==> src/rtl/vram_write_bridge_pkg.sv <==
// gpu_pkg: shared types for the CPU-to-VRAM write path.
//   VRAM_ADDR_W / VRAM_DATA_W : widths of the graphics card write port
//   state_t                   : drain state of vram_write_bridge
//   vram_write_t              : one buffered write {addr, data}
package gpu_pkg;

  localparam int VRAM_ADDR_W = 16;
  localparam int VRAM_DATA_W = 8;

  typedef enum logic [1:0] {
    IDLE       = 2'd0,
    WAIT_BLANK = 2'd1,
    ISSUE      = 2'd2
  } state_t;

  typedef struct packed {
    logic [VRAM_ADDR_W-1:0] addr;
    logic [VRAM_DATA_W-1:0] data;
  } vram_write_t;

endpackage

==> src/rtl/vram_write_bridge_sync_fifo.sv <==
// sync_fifo: single-clock circular buffer with no handshake logic of its own.
// The caller must never push when full or pop when empty.
//   clk, rst (sync, active-low) : clock and reset (clears pointers and count)
//   push, push_data             : write push_data at the tail on this edge
//   pop                         : advance the head on this edge
//   pop_data                    : current head entry (combinational)
//   count                       : occupancy, one bit wider than the pointers
module sync_fifo #(
  parameter int WIDTH = 24,
  parameter int DEPTH = 8
) (
  input  logic                     clk,
  input  logic                     rst,
  input  logic                     push,
  input  logic [WIDTH-1:0]         push_data,
  input  logic                     pop,
  output logic [WIDTH-1:0]         pop_data,
  output logic [$clog2(DEPTH):0]   count
);

  localparam int PTR_W = $clog2(DEPTH);
  localparam int CNT_W = PTR_W + 1;

  logic [WIDTH-1:0] mem_q [DEPTH];
  logic [PTR_W-1:0] wr_ptr_q, wr_ptr_d;
  logic [PTR_W-1:0] rd_ptr_q, rd_ptr_d;
  logic [CNT_W-1:0] count_q, count_d;

  // Pointers wrap naturally because DEPTH is a power of two.
  always_comb begin
    wr_ptr_d = wr_ptr_q;
    rd_ptr_d = rd_ptr_q;
    count_d  = count_q;
    if (push) wr_ptr_d = wr_ptr_q + PTR_W'(1);
    if (pop)  rd_ptr_d = rd_ptr_q + PTR_W'(1);
    case ({push, pop})
      2'b10:   count_d = count_q + CNT_W'(1);
      2'b01:   count_d = count_q - CNT_W'(1);
      default: count_d = count_q;
    endcase
  end

  always_ff @(posedge clk) begin
    if (!rst) begin
      wr_ptr_q <= '0;
      rd_ptr_q <= '0;
      count_q  <= '0;
    end else begin
      wr_ptr_q <= wr_ptr_d;
      rd_ptr_q <= rd_ptr_d;
      count_q  <= count_d;
    end
  end

  // Storage is not reset; validity is tracked by the count alone.
  always_ff @(posedge clk) begin
    if (push) mem_q[wr_ptr_q] <= push_data;
  end

  assign pop_data = mem_q[rd_ptr_q];
  assign count    = count_q;

endmodule

==> src/rtl/vram_write_bridge.sv <==
// vram_write_bridge: buffers CPU bus writes and replays them onto the
// graphics card VRAM write port, one per cycle, optionally only while the
// display is blanked.
//   clk, rst (sync, active-low)
//   bus_write_valid/address/data, bus_write_ready : CPU write handshake
//   video_enable                                  : 1 = active scan-out
//   cpu_write_address/data, cpu_write_enable      : VRAM port, 1-cycle strobe
//   pending                                       : FIFO occupancy
//   busy                                          : FIFO non-empty or strobe high
module vram_write_bridge #(
  parameter int DEPTH      = 8,
  parameter bit BLANK_ONLY = 1'b1
) (
  input  logic                   clk,
  input  logic                   rst,
  input  logic                   bus_write_valid,
  input  logic [15:0]            bus_write_address,
  input  logic [7:0]             bus_write_data,
  output logic                   bus_write_ready,
  input  logic                   video_enable,
  output logic [15:0]            cpu_write_address,
  output logic [7:0]             cpu_write_data,
  output logic                   cpu_write_enable,
  output logic [$clog2(DEPTH):0] pending,
  output logic                   busy
);

  import gpu_pkg::*;

  localparam int CNT_W = $clog2(DEPTH) + 1;

  state_t                 state_q, state_d;
  logic [CNT_W-1:0]       count, count_next;
  vram_write_t            wr_entry, head;
  logic                   push, pop, blank_ok, drain_ok;
  logic                   wr_en_q, wr_en_d;
  logic [VRAM_ADDR_W-1:0] wr_addr_q, wr_addr_d;
  logic [VRAM_DATA_W-1:0] wr_data_q, wr_data_d;

  // Ready looks only at the registered count so a full FIFO stays closed
  // even on a cycle that also pops.
  assign bus_write_ready = rst && (count < CNT_W'(DEPTH));
  assign push            = bus_write_valid && bus_write_ready;
  assign wr_entry        = '{addr: bus_write_address, data: bus_write_data};

  assign blank_ok   = !BLANK_ONLY || !video_enable;
  assign drain_ok   = (count != '0) && blank_ok;
  // IDLE always coincides with an empty FIFO, so this is drain_ok in practice.
  assign pop        = drain_ok && (state_q != IDLE);
  assign count_next = count + CNT_W'(push) - CNT_W'(pop);

  sync_fifo #(
    .WIDTH ($bits(vram_write_t)),
    .DEPTH (DEPTH)
  ) u_fifo (
    .clk       (clk),
    .rst       (rst),
    .push      (push),
    .push_data (wr_entry),
    .pop       (pop),
    .pop_data  (head),
    .count     (count)
  );

  // Next state follows what the FIFO will hold after this edge.
  always_comb begin
    state_d = state_q;
    case (state_q)
      IDLE: begin
        if (push) state_d = blank_ok ? ISSUE : WAIT_BLANK;
      end
      default: begin
        if (count_next == '0) state_d = IDLE;
        else if (blank_ok)    state_d = ISSUE;
        else                  state_d = WAIT_BLANK;
      end
    endcase
  end

  // Output stage: address/data hold between strobes.
  always_comb begin
    wr_en_d   = 1'b0;
    wr_addr_d = wr_addr_q;
    wr_data_d = wr_data_q;
    if (pop) begin
      wr_en_d   = 1'b1;
      wr_addr_d = head.addr;
      wr_data_d = head.data;
    end
  end

  always_ff @(posedge clk) begin
    if (!rst) begin
      state_q   <= IDLE;
      wr_en_q   <= 1'b0;
      wr_addr_q <= '0;
      wr_data_q <= '0;
    end else begin
      state_q   <= state_d;
      wr_en_q   <= wr_en_d;
      wr_addr_q <= wr_addr_d;
      wr_data_q <= wr_data_d;
    end
  end

  assign cpu_write_enable  = wr_en_q;
  assign cpu_write_address = wr_addr_q;
  assign cpu_write_data    = wr_data_q;
  assign pending           = count;
  assign busy              = (count != '0) || wr_en_q;

endmodule

==> config.mk <==
export PLATFORM = sky130hd
export DESIGN_NAME = vram_write_bridge
export DESIGN_NICKNAME = d
export VERILOG_FILES = /design/src/rtl/vram_write_bridge_pkg.sv /design/src/rtl/vram_write_bridge_sync_fifo.sv /design/src/rtl/vram_write_bridge.sv
export SDC_FILE = /design/constraint.sdc
export NUM_CORES = 1
export LEC_CHECK = 0
export CORE_MARGIN = 4
export CORE_UTILIZATION = 41
export CTS_BUF_LIST = sky130_fd_sc_hd__clkbuf_8
export CTS_CLUSTER_DIAMETER = 30
export DETAILED_ROUTE_END_ITERATION = 6
export DONT_BUFFER_PORTS = 1
export GPL_TIMING_DRIVEN = 0
export PLACE_DENSITY = 0.61
export SLEW_MARGIN = 10
export SYNTH_ARGS = -nofsm -noshare
export SYNTH_HDL_FRONTEND = slang
export SYNTH_SLANG_ARGS = --single-unit
==> constraint.sdc <==
create_clock -name clk -period 3.55 [get_ports clk]
set_input_delay 0.5325 -clock clk [delete_from_list [all_inputs] [get_ports clk]]
set_output_delay 0.5325 -clock clk [all_outputs]
set_load 0.03 [all_outputs]
# --- Word level (Yosys, flattened, before mapping) ---
# Memory sizes are Yosys's and may differ from the RTL's. A register that Yosys moved wholly into a read port is not among the register bits.
# Index checks and enable logic that the tools add are counted.
totals:
  reg_bits: 13
  ramBits: 192
  word_cells: 36
  n_memories: 1
classes:
  addsub: 6
  n_lt_le_gt_ge: 1
  n_eq_ne: 3
  muxes: 8
  reduce_logical: 12
mem_list:
  columns: ["name", "words", "word_bits", "read_ports", "rd_ports_with_merged_regs", "write_ports", "line_no", "source"]
  rows:
  - ["u_fifo.mem_q", 8, 24, 1, 1, 1, "vram_write_bridge_sync_fifo.sv:24", "logic [WIDTH-1:0] mem_q [DEPTH];"]
ops:
  columns: ["op", "n"]
  rows:
  - ["$mux W2", 4]
  - ["$pmux W4 S2", 1]
  - ["$add A3 B1 Y3 const B", 2]
  - ["$add A4 B1 Y4", 1]
  - ["$add A4 B1 Y4 const B", 1]
  - ["$logic_and A1 B1 Y1", 4]
  - ["$logic_not A4 Y1", 1]
  - ["$lt A4 B4 Y1 const B", 1]
  - ["$reduce_bool A2 Y1", 2]
  - ["$reduce_bool A4 Y1", 1]
  - ["$sub A4 B1 Y4", 1]
  - ["$sub A4 B1 Y4 const B", 1]
  - ["$mux W1", 3]
  - ["$eq A2 B1 Y1 const B", 1]
  - ["$eq A2 B2 Y1 const B", 1]
  - ["$logic_not A1 Y1", 2]
  - ["$logic_not A2 Y1", 1]
  - ["$ne A2 B2 Y1 const B", 1]
  - ["$logic_or A1 B1 Y1", 1]

# --- Logic depth before layout (Yosys ltp) ---
depth:
  depth_word: 8
  mapped_depth: 15
  ltp_nobuf: 13

# --- By module ---
# From an unflattened synthesis, not the netlist that was laid out.
hier_totals:
  cells_unflattened: 491
  area_unflattened_um2: 9215.1
modules_own_cells:
  columns: ["module", "n_inst", "cells_each", "area_each_um2"]
  rows:
  - ["sync_fifo", 1, 345, 7896.3]
  - ["vram_write_bridge", 1, 146, 1318.8]

# --- Worst setup path before layout ---
# No wires, ideal clock.
synth_path:
  path_type: "input -> register"
  startpoint: "input port bus_write_valid"
  endpoint: "memory u_fifo.mem_q[0][0] (enable)"
  setup_ns: 0.466
  arrival_ns: 3.134
  slack_ns: -0.050
  cell_stages: 3
  path_cell_list: "nor2b_1 -> nand2_1 -> nor4_1"
synth_between:
  elab_chain_len: 3
synth_rtl:
  columns: ["element", "line_no", "source"]
  rows:
  - ["start, declared", "vram_write_bridge.sv:16", "input logic bus_write_valid,"]
  - ["$logic_and A1 B1 Y1", "vram_write_bridge.sv:43", "assign push = bus_write_valid && bus_write_ready;"]
  - ["$mux W1", "vram_write_bridge_sync_fifo.sv:57", "if (push) mem_q[wr_ptr_q] <= push_data;"]
  - ["$mux W1 (implied by the code)", "vram_write_bridge_sync_fifo.sv:57", null]
  - ["end, declared", "vram_write_bridge_sync_fifo.sv:24", null]
# Every way passes these cells.

# --- Final worst setup path ---
layout_path:
  startpoint: "register u_fifo.count_q[2], in the netlist u_fifo.count[2]"
  endpoint: "register u_fifo.count_q[3], in the netlist u_fifo.count[3]"
layout_between:
  elab_chain_len: 5
  elab_cells_between_ends: 12
  cone_classes: "2 x add/sub; 1 x order compare; 2 x eq/ne; 1 x mux; 6 x reduce/logical"
layout_rtl:
  columns: ["element", "line_no", "source"]
  rows:
  - ["start, declared", "vram_write_bridge_sync_fifo.sv:27", "logic [CNT_W-1:0] count_q, count_d;"]
  - ["start signal, assigned", "vram_write_bridge_sync_fifo.sv:51", "count_q <= count_d;"]
  - ["$reduce_bool A4 Y1 (*)", "vram_write_bridge.sv:47", "assign drain_ok = (count != '0) && blank_ok;"]
  - ["$logic_and A1 B1 Y1 (*)", "vram_write_bridge.sv:47", null]
  - ["$logic_and A1 B1 Y1 (*)", "vram_write_bridge.sv:49", "assign pop = drain_ok && (state_q != IDLE);"]
  - ["via pop", "vram_write_bridge.sv:35", "logic push, pop, blank_ok, drain_ok;"]
  - ["$eq A2 B1 Y1 / $eq A2 B2 Y1 (equally long branches)", "vram_write_bridge_sync_fifo.sv:36", "case ({push, pop})"]
  - ["$pmux W4 S2 / $reduce_bool A2 Y1 (equally long branches)", null, null]
# The timed path passes the listed nets; every way through them passes the cells marked *.
# A chain may end at the register's enable or synchronous reset.

==> metrics <==
CP max stage delay=~580 ps; Yosys cell types=38; DP Cell Count=744; Post-CTS Setup Repair Bufs=0; final hold slack=82.9 ps; hold_sp=video_enable; Yosys reg bits=229; H-tree Lvls=2; Final Wtd Congestion=between 0.6 and 0.7; share of cells above drive strength 1=28.4%; worst vdd ir=~0.00024 V; RSZ-0062 raised after global routing=no; top-area cell type share of the netlist area=66.3%; row count=52; cell with the most instances on the worst path=ha_1; reg2reg start=u_fifo.count[2]; Clk Latency, worst-skew pair=roughly 530 ps; DRC=0; synth top area cells=edfxtp_1 (66%), mux4_2 (12%), dfxtp_1 (8.5%); CP Launch Type=flop; hpwl dp=~12000 µm; Clock Tree Buf Depth=3; status=finished, final reports clean; period utilization=just over 90%; Initial DRC Count=around 290; initial antenna violation count=0; worst path bufs/invs=4; number of global-route vias before repair=~4600; arrival time worst endpoint=about 3700 ps; global-route wire length before repair=between 20000 and 30000 µm; WS Path Type=flop to flop; hold path endpoint=state_q[1]; Hold Fails Final Rpt=0; Mapped Nets=a little under 500; cts hold-fix bufs=0; cell chain of the critical path=inv_1 > ha_1 > or3b_1 > buf_2 > and2_4 > buf_6 > buf_6 > ha_1 > ha_1 > a21o_1 > a21oi_1 > mux2i_1 > mux2_2; reg2reg path depth=13; post-layout min period=between 3000 and 4000 ps; die width=154 µm; flop2flop setup slack=230 ps; cts bufs inserted=42; sequential area share after synthesis=74.9%; final wirelength=around 18000 µm; Port-buffer cells=0; Rel. slew slack=43.9%; Clock transition at path regs=approximately 50 ps; routed vias=~4400; delay-heaviest family, CP=adder cells; post-layout util=between 40% and 50%; Fillers=around 1700; Hold Path Class=primary input to flop; # diodes=0; Syn Area/Cell=about 19 µm²; First-pass DRT Iterations=4; Req. time, crit path=approximately 4000 ps; critical path endpoint category=flop; highest clock rate=between 0.3 and 0.4 GHz; I/O pin cnt=59; max-cap violations=0; clk_skew=between 15 and 20 ps; Final setup viols=0; clock tree sinks=229; pwr dens=564 nW/µm²; drt wl/cell=between 20 and 25 µm; largest net degree at the start of global routing=17; worst setup margin=around 230 ps; # nets final=557; Worst Max-Slew Pin Slew=between 800 and 900 ps; CTS tree=yes; dpl ws=between 200 and 300 ps; worst reg2reg endpoint=u_fifo.count[3]; synth warn=0; gr ovfl total=0; most area-hungry cell type in the Yosys netlist=edfxtp_1; clk root buf=clkbuf_8; Lkg Pwr=~3.4 nW; cell depth of the worst hold path=1; gr usage total=approximately 15%; Post-DRT Antenna Nets=0; Area Growth Syn to Fin=17.0%; Crit-path slowest cell=dfxtp_1; highest net fanout along the worst path=10; die height=approximately 150 µm; post_cts resized=0; final slew viol count=0; fin cells=just over 800; synthesized cell area=just under 9000 µm²; Cells after Synth=457; Vias/cell=5.33; Initial Utilization=roughly 42%; Die Area=about 24000 µm²; core area=approximately 21000 µm²
## final cells by class
cell class,instances,area (µm²),area share [%]
Timing Repair Buffer,17,218,2.14
Buffer,23,140,1.38
Multi-Input combinational cell,197,2070,20.4
Clock inverter,31,216,2.13
Sequential cell,229,6510,64.0
Tap cell,270,338,3.32
Inverter,8,30.0,0.295
Clock buffer,47,647,6.36
## synthesized netlist by cell type
cell      instances
a21o_1            2
a21oi_1           2
and2_1            7
and2_4            1
and3_1            1
buf_1             1
buf_2            10
buf_4             1
buf_6             5
clkbuf_1          6
dfxtp_1          37
edfxtp_1        192
fa_1              2
ha_1              9
inv_1             8
mux2_2            1
mux2i_1           3
mux4_2           48
nand2_1           9
nand2b_1          2
nand3_1           1
nand3_2           1
nand3b_2          1
nand4_1           1
nand4b_1          1
nor2_1           29
nor2b_1           5
nor3_1            5
nor3b_1           1
nor4_1            1
o21ai_0          10
o21ai_1          19
o21ba_2           1
o22ai_1          24
or2_2             2
or3b_1            1
xnor2_1           4
xor2_1            3
## logic make-up after synthesis
family	Yosys count	share of synthesized area (%)
flops	229	74.9
mux	52	12.9
buf+inv	31	1.96
fa+ha+maj	11	1.76
simple gates	69	3.99
xor+xnor	7	0.706
compound gates	58	3.80
## stage by stage
stage	total power [mW]	setup TNS, ps	area, µm²
floorplan	3.24	0	8700
global placement	3.29	-148610	9030
detailed placement	3.31	0	9300
CTS	5.80	0	10200
global route	5.95	0	10200
finish	5.74	0	10200
## cell usage in the layout (no fill, tap or decap), types with 4 or more instances in the layout
master and count:
and2_1 7, buf_2 10, buf_4 8, buf_6 11, clkbuf_1 6, clkbuf_8 47
clkinv_1 7, clkinv_2 8, dfxtp_1 37, edfxtp_1 192, ha_1 9, inv_1 18
mux4_2 48, nand2_1 9, nor2_1 26, nor2b_1 5, nor3_2 4, o21ai_0 10
o21ai_1 19, o22ai_1 24, xnor2_1 4
## layer usage
| metal | global-route usage (%) | up-vias | part of all wire [%] | wire length, µm |
|---|---|---|---|---|
| li1 | - | 1961 | - | - |
| met1 | 19.6 | 2270 | 42 | 7440 |
| met2 | 25.0 | 122 | 49 | 8800 |
| met3 | 4.97 | 25 | 7.3 | 1290 |
| met4 | 4.29 | 0 | 1.6 | 282 |
| met5 | 0 | - | 0 | 0 |
## sequential cells by signal, indices dropped and copies added (netlist names)
signal	flops
u_fifo.mem_q	192
cpu_write_address	16
cpu_write_data	8
u_fifo.count	4
u_fifo.rd_ptr_q	3
u_fifo.wr_ptr_q	3
state_q	2
cpu_write_enable	1
## power by group
group          total, mW  internal, mW  leakage (nW)  switching, mW
clock network       2.48          1.44         0.476           1.04
registers           3.03          2.97          2.03         0.0600
logic              0.229         0.102         0.869          0.127
## worst max path at each step
stage,start,endpoint,slack [ps],cells after the start
6_report,u_fifo.count[2],u_fifo.count[3],230,13
5_1_grt,u_fifo.count[2],u_fifo.count[3],50,13
4_1_cts,u_fifo.count[2],u_fifo.count[3],250,13
3_5_place_dp,u_fifo.count[2],u_fifo.count[3],260,13
3_3_place_gp,bus_write_valid,u_fifo.mem_q[4][16],-1430,5
2_1_floorplan,bus_write_valid,u_fifo.mem_q[4][0],350,5
Power figures use the tool's default switching activity.
